`src/rtl/au_gray_pkg.sv`:
```
// Shared types and code-conversion helpers for the Gray-code counter family.
// Helpers work on a 32-bit word; narrower callers zero-extend and truncate.
package au_gray_pkg;

  localparam int unsigned MAX_WIDTH = 32;

  typedef logic [MAX_WIDTH-1:0] word_t;

  typedef struct packed {
    logic clr;
    logic ld;
    logic ld_gray;
    logic en;
    logic dn;
  } ctrl_t;

  typedef enum logic [2:0] {
    OP_HOLD,
    OP_CLR,
    OP_LOAD,
    OP_INC,
    OP_DEC
  } op_e;

  // All-ones value for a counter of the given width.
  function automatic word_t f_max_val(input int unsigned width);
    word_t m;
    m = '0;
    for (int i = 0; i < MAX_WIDTH; i++) begin
      if (i < width) m[i] = 1'b1;
    end
    return m;
  endfunction

  function automatic word_t f_bin2gray(input word_t v);
    return v ^ (v >> 1);
  endfunction

  // Zero-extended upper bits stay zero, so the MSB of a narrower word is
  // reproduced unchanged, as the conversion requires.
  function automatic word_t f_gray2bin(input word_t v);
    word_t r;
    r = '0;
    r[MAX_WIDTH-1] = v[MAX_WIDTH-1];
    for (int i = MAX_WIDTH - 2; i >= 0; i--) begin
      r[i] = r[i+1] ^ v[i];
    end
    return r;
  endfunction

endpackage

```
`src/rtl/au_gray_count_next.sv`:
```
// Combinational next-state logic: priority decode, wrap/saturate arithmetic,
// Gray encoding of the next value and the terminal-count event.
module au_gray_count_next
  import au_gray_pkg::*;
#(
  parameter int WIDTH = 8,
  parameter int WRAP  = 1
) (
  input  logic [WIDTH-1:0] b,
  input  ctrl_t            ctrl,
  input  logic [WIDTH-1:0] d,
  output logic [WIDTH-1:0] b_next,
  output logic [WIDTH-1:0] g_next,
  output logic             tc_next
);

  localparam logic [WIDTH-1:0] MAX_B = WIDTH'(f_max_val(WIDTH));

  logic [WIDTH:0]   inc_w;
  logic [WIDTH:0]   dec_w;
  logic             carry;
  logic             borrow;
  logic [WIDTH-1:0] load_b;
  op_e              op;

  // The extra bit only flags the wrap; the count itself stays WIDTH bits.
  assign inc_w  = {1'b0, b} + (WIDTH+1)'(1);
  assign dec_w  = {1'b0, b} - (WIDTH+1)'(1);
  assign carry  = inc_w[WIDTH];
  assign borrow = dec_w[WIDTH];

  assign load_b = ctrl.ld_gray ? WIDTH'(f_gray2bin(word_t'(d))) : d;

  always_comb begin
    op = OP_HOLD;
    if (ctrl.clr)     op = OP_CLR;
    else if (ctrl.ld) op = OP_LOAD;
    else if (ctrl.en) op = ctrl.dn ? OP_DEC : OP_INC;
  end

  always_comb begin
    b_next  = b;
    tc_next = 1'b0;
    case (op)
      OP_CLR:  b_next = '0;
      OP_LOAD: b_next = load_b;
      OP_INC: begin
        tc_next = carry;
        if (carry && (WRAP == 0)) b_next = MAX_B;
        else                      b_next = inc_w[WIDTH-1:0];
      end
      OP_DEC: begin
        tc_next = borrow;
        if (borrow && (WRAP == 0)) b_next = '0;
        else                       b_next = dec_w[WIDTH-1:0];
      end
      default: b_next = b;
    endcase
  end

  assign g_next = WIDTH'(f_bin2gray(word_t'(b_next)));

endmodule

```
`src/rtl/au_gray_counter.sv`:
```
// Registered up/down counter presenting its state in binary and Gray code.
// Only the state registers live here; all next-state logic is in the sub-block.
module au_gray_counter
  import au_gray_pkg::*;
#(
  parameter int WIDTH = 8,
  parameter int WRAP  = 1
) (
  input  logic             clk,
  input  logic             rst,
  input  logic             clr,
  input  logic             ld,
  input  logic             ld_gray,
  input  logic [WIDTH-1:0] d,
  input  logic             en,
  input  logic             dn,
  output logic [WIDTH-1:0] b,
  output logic [WIDTH-1:0] g,
  output logic             tc
);

  ctrl_t            ctrl;
  logic [WIDTH-1:0] b_q;
  logic [WIDTH-1:0] g_q;
  logic             tc_q;
  logic [WIDTH-1:0] b_next;
  logic [WIDTH-1:0] g_next;
  logic             tc_next;

  always_comb begin
    ctrl         = '0;
    ctrl.clr     = clr;
    ctrl.ld      = ld;
    ctrl.ld_gray = ld_gray;
    ctrl.en      = en;
    ctrl.dn      = dn;
  end

  au_gray_count_next #(
    .WIDTH (WIDTH),
    .WRAP  (WRAP)
  ) u_next (
    .b       (b_q),
    .ctrl    (ctrl),
    .d       (d),
    .b_next  (b_next),
    .g_next  (g_next),
    .tc_next (tc_next)
  );

  // g is registered alongside b so both codes change on the same edge.
  always_ff @(posedge clk or posedge rst) begin
    if (rst) begin
      b_q  <= '0;
      g_q  <= '0;
      tc_q <= 1'b0;
    end else begin
      b_q  <= b_next;
      g_q  <= g_next;
      tc_q <= tc_next;
    end
  end

  assign b  = b_q;
  assign g  = g_q;
  assign tc = tc_q;

endmodule
```
`config.mk`:
```
export PLATFORM = sky130hd
export DESIGN_NAME = au_gray_counter
export DESIGN_NICKNAME = d
export VERILOG_FILES = /design/src/rtl/au_gray_pkg.sv /design/src/rtl/au_gray_count_next.sv /design/src/rtl/au_gray_counter.sv
export SDC_FILE = /design/constraint.sdc
export NUM_CORES = 1
export LEC_CHECK = 0
export ABC_AREA = 1
export BUFFER_PORTS_ARGS = -buffer_cell sky130_fd_sc_hd__buf_4
export CELL_PAD_IN_SITES_DETAIL_PLACEMENT = 1
export CELL_PAD_IN_SITES_GLOBAL_PLACEMENT = 1
export CORE_UTILIZATION = 40
export DETAILED_ROUTE_END_ITERATION = 8
export GPL_TIMING_DRIVEN = 0
export HOLD_SLACK_MARGIN = 0.12
export PLACE_DENSITY_LB_ADDON = 0.1
export SLEW_MARGIN = 20
export SYNTH_ARGS = -nofsm -noshare
export SYNTH_HDL_FRONTEND = slang
export SYNTH_SLANG_ARGS = --single-unit
```
`constraint.sdc`:
```
create_clock -name clk -period 4.6 [get_ports clk]
set_input_delay 0.23 -clock clk [delete_from_list [all_inputs] [get_ports clk]]
set_output_delay 0.23 -clock clk [all_outputs]
set_load 0.05 [all_outputs]
```
Word level (Yosys, flattened, before mapping)
Index checks and enable logic that the tools add are counted.

word-level totals
  register bits = 17
  ROM bits = 0
  output and inout port bits = 17
  input port bits = 15
  latch bits = 0
  memories kept = 0
  bits in writable memories = 0
  word-level logic and storage cells = 24

cells by class
  shifts and indexed selects = 0
  $mul = 0
  $lt $le $gt $ge = 0
  bitwise gates (word level) = 8
  reductions and logical operators = 0
  add/subtract/negate cells = 2
  divide/modulo/power cells = 0
  mux-type cells = 7
  equality and inequality tests = 4

operator list
  operator                                                             number
  8-bit case mux with 4 select lines                                   1
  3-bit two-way mux                                                    4
  8-bit by 1-bit adder with 9-bit output (second input constant)       1
  8-bit by 1-bit subtractor with 9-bit output (second input constant)  1
  8-bit by 7-bit bitwise XOR with 8-bit output                         1
  7-bit two-way mux                                                    1
  1-bit bitwise XOR                                                    7
  3-bit by 2-bit == test with 1-bit output (second input constant)     2
  3-bit by 1-bit == test with 1-bit output (second input constant)     1
  3-bit == test (second input constant)                                1
  1-bit case mux with 2 select lines                                   1

Logic depth before layout (Yosys ltp)
  word-level depth = 10
  depth in mapped cells = 15
  gate-level depth less buffers = 15

By module
Synthesis repeated with hierarchy kept, for this count alone.

unflattened totals
  cells, all modules = 180
  area, all modules = 1332.5 sq um

by module, submodules not included
  module              times used  cells each  area an instance (sq um)  seq. area each (sq um)
  au_gray_count_next  1           162         903.4                     0.0
  au_gray_counter     1           18          429.2                     425.4

Least setup slack after synthesis
No wires, ideal clock.

  path type = register to register
  start = reg b_q[0] (netlist: b[0])
  end = reg g_q[6] (netlist: g[6])
  path buffers = 0
  cell stages (with the launch flop) = 12
  slack = 2574 ps
  clock period less this slack = 2026 ps
  library setup time = 131 ps
  arrival time = 1895 ps
  required time = 4469 ps
  path through = dfrtp_1 ha_1 nand3_1 nor2_1 nand2_1 nor2_1 inv_1 nand3_1 o2111ai_1 o21ai_1 inv_1 xor2_1

between the ends
  cells in the longest elaborated chain, start to end = 3
  elaborated cells between the ends (all ways) = 4
  classes of those cells = add/sub: 2; mux: 1; bitwise: 1

ends and longest elaborated chain
  what                                                                                                   RTL line                                            RTL
  start: declaration                                                                                     au_gray_counter.sv:23                               logic [WIDTH-1:0] b_q;
  start signal: assignment                                                                               au_gray_counter.sv:58                               b_q <= b_next;
  8-bit by 1-bit subtractor with 9-bit output or 8-bit by 1-bit adder with 9-bit output (tied branches)  au_gray_count_next.sv:28, au_gray_count_next.sv:27
  8-bit case mux with 4 select lines *                                                                   au_gray_count_next.sv:44                            case (op)
  named net b_next[6]                                                                                    au_gray_counter.sv:26                               logic [WIDTH-1:0] b_next;
  8-bit by 7-bit bitwise XOR with 8-bit output *                                                         au_gray_pkg.sv:36                                   return v ^ (v >> 1);
  named net g_next[6]                                                                                    au_gray_counter.sv:27                               logic [WIDTH-1:0] g_next;
  end signal: assignment                                                                                 au_gray_counter.sv:59                               g_q <= g_next;
  end: declaration                                                                                       au_gray_counter.sv:24                               logic [WIDTH-1:0] g_q;

Mark *: on every way through the listed nets, which the timed path passes. The rest lies on a longest branch.

Worst setup path in the final report
  start = reg b_q[1] (netlist: b[1])
  end = reg g_q[6] (netlist: g[6])

Same word-level chain as after synthesis.

==> impl_metrics.py <==
metrics = {
    "run_status": {
        "status": "finished, final reports clean",
    },
    "critical_path": {
        "crit_type": "reg2reg",
        "required_ns": 4.77,
        "crit_family": "simple AND/OR/NAND/NOR gates",
        "critPathSlowestCell": "dfrtp_1",
        "setup.worst_path.end_class": "register",
        "cp-start-kind": "register",
        "crit_buf_inv": 2,
        "cp_data_arrival_time_ns": 2.14,
        "worstPathCellList": "inv_1 -> ha_1 -> nand3_1 -> nor3_2 -> nand2_1 -> nand3_1 -> o2111ai_1 -> o21ai_1 -> inv_1 -> xor2_1",
        "worst-path-max-fanout": 4,
        "slowest_delay_ns": 0.43,
    },
    "timing": {
        "setup_slack_ns": 2.62,
        "grt_setup_unrepaired": "false",
        "period_minus_slack_ns": 1.98,
        "worstMarginPinSlew_ns": 0.604,
        "tns_ns": 0,
        "fin_skew_ns": 0.00757,
        "setup_violations": 0,
        "finalCritPeriodShare": 0.430,
        "slew_viol_final": 0,
        "relSlewSlack": 0.597,
        "clock.fmax_mhz": 505,
        "hold_viol": 0,
    },
    "drt": {
        "drt_iter0_drc": 59,
        "first_pass_iters": 4,
        "vias_per_cell": 4.89,
        "drc_errors": 0,
        "drtAntennaViolNets": 0,
        "vias": 1287,
        "routedWlPerCell_um": 13.1,
        "wirelength_um": 3440,
    },
    "clock_network": {
        "tritoncts": "built",
        "h-tree-depth": 1,
        "clk_pin_slew_worst_paths_ns": 0.10,
        "ctsHoldBuffers": 1,
        "postCtsSetupBuffers": 0,
        "cts_buffers": 3,
        "clk_path_buf_depth": 2,
        "cts.repair.resized": 0,
        "clockRootBuffer": "clkbuf_4",
        "clkLatencyLatePin_ns": 0.29,
        "cts.sinks": 16,
    },
    "finish": {
        "layout_common_cells": "48 x nand2_1, 33 x buf_4, 27 x inv_1, 16 x dfrtp_1, 14 x nand3_1",
        "final_area_mm2": 0.00161,
        "fin_nets": 237,
        "drive_above_1_share": 0.288,
        "area_growth_pct": 26.2,
        "diodes": 0,
        "layout_commonest_cell": "nand2_1",
    },
    "synthesis": {
        "syn_area_per_cell_um2": 6.97,
        "ys_types": 32,
        "synth.top_cell.area_share": 0.314,
        "ys_seq_elements": 16,
        "yosys.area.top_type": "dfrtp_1",
        "yosysWarnings": 0,
        "synthTopCellsByArea": "dfrtp_1 31%, nand2_1 14%, inv_1 7.9%, nand3_1 5.5%, xor2_1 4.1%",
        "syn_nets": 200,
        "netlist_area_mm2": 0.00128,
        "ys_seq_area_frac": 0.314,
        "synthCells": 183,
    },
    "global_routing": {
        "grt_max_degree": 17,
        "grtUsageTotal": 0.219,
        "overflow": 0,
        "antenna_found_initial": 0,
        "grt_pass1_vias": 1276,
        "grt_pass1_wl_um": 5760,
    },
    "placed_design": {
        "placed_cell_area_mm2": 0.00156,
        "dp_hpwl_um": 2800,
        "post-place-ws_ns": 2.67,
        "gp_congestion": 0.847,
        "port_buffers": 31,
    },
    "floorplanning": {
        "start_util": 0.421,
        "dieWidth_um": 58.5,
        "io_pins": 32,
        "rows": 20,
        "core_mm2": 0.00303,
        "dieHeight_um": 58.5,
        "dieArea_mm2": 0.00342,
    },
    "power": {
        "p_leak_nw": 0.857,
        "ir_worst_vdd_mv": 0.246,
        "p_per_area_mw_per_mm2": 305,
    },
    "min_path": {
        "hold_class": "in2reg",
    },
    "flow_run": {
        "drv_cap": 0,
    },
}
[area by class of cell]
cell class	instances	area, um^2
buffer	3	20.0
clock buffer	4	36.3
fill	411	1420
inverter	34	128
multi-input combinational	130	728
sequential	16	400
tap	44	55.1
timing repair buffer	32	243
[cells by family after synthesis]
logic type	count (synthesis)	share of synthesized area
xor+xnor	7	0.0480
fa+ha+maj	2	0.0196
simple gates	93	0.370
compound gates	28	0.133
buf+inv	37	0.116
flops	16	0.314
[flip-flops by register name, indices dropped and copies added (netlist names)]
signal  flops
g           7
tc          1
b           8
[final timing paths]
path	depth (start not counted)	to	slack [ns]	start
worst min register to register	2	b[0]	0.65	b[0]
worst max register to register	10	g[6]	2.62	b[1]
max in group asynchronous	3	g[4]	3.64	rst
min in group asynchronous	3	g[3]	0.56	rst
worst max-delay path	10	g[6]	2.62	b[1]
worst min-delay path	3	b[7]	0.27	d[7]
[routing by layer]
metal	up-vias	track usage	wire length (um)	part of all wire
met5	-	0	0	0
met1	600	0.275	1540	0.45
met4	0	0.0714	27	0.0079
met2	26	0.399	1780	0.52
met3	4	0.0132	97	0.028
li1	657	-	-	-
[metrics by stage]
stage | std cells | power, mW | util | hold slack [ns]
floorplan | 183 | 0.332 | - | 0.144
global placement | 258 | 0.393 | 0.517 | 0.315
detailed placement | 258 | 0.401 | 0.517 | 0.336
CTS | 263 | 0.496 | 0.532 | 0.263
global route | 263 | 0.519 | 0.532 | 0.285
finish | 263 | 0.492 | 0.532 | 0.269
[synth_stat cells]
cell,count
dfrtp_1,16
a311oi_1,1
or2_2,2
o32ai_1,1
buf_2,1
nor3_2,3
nand3_2,4
nand3b_1,1
nand4_1,2
o2111ai_2,1
o211ai_1,2
ha_1,2
xnor2_1,1
o2111ai_1,1
nor2_1,9
nand3b_2,1
nand2_1,48
a31oi_1,1
a21oi_1,8
o21a_1,1
inv_2,7
buf_4,2
nor2_2,1
nor3_1,2
xor2_1,6
nor3_4,1
o21ai_0,7
inv_1,27
nor2_4,2
o21ai_1,5
nand2_2,3
nand3_1,14
[where the power goes]
group	switching, mW	internal (mW)
sequential	0.0156	0.159
clock	0.0444	0.0482
combinational	0.155	0.0693
[tightest hold or removal path: stages]
cell       delay, ns
buf_4           0.10
nand2_1         0.07
o2111ai_2       0.11
Note: power is estimated with default switching activity, not from simulation.
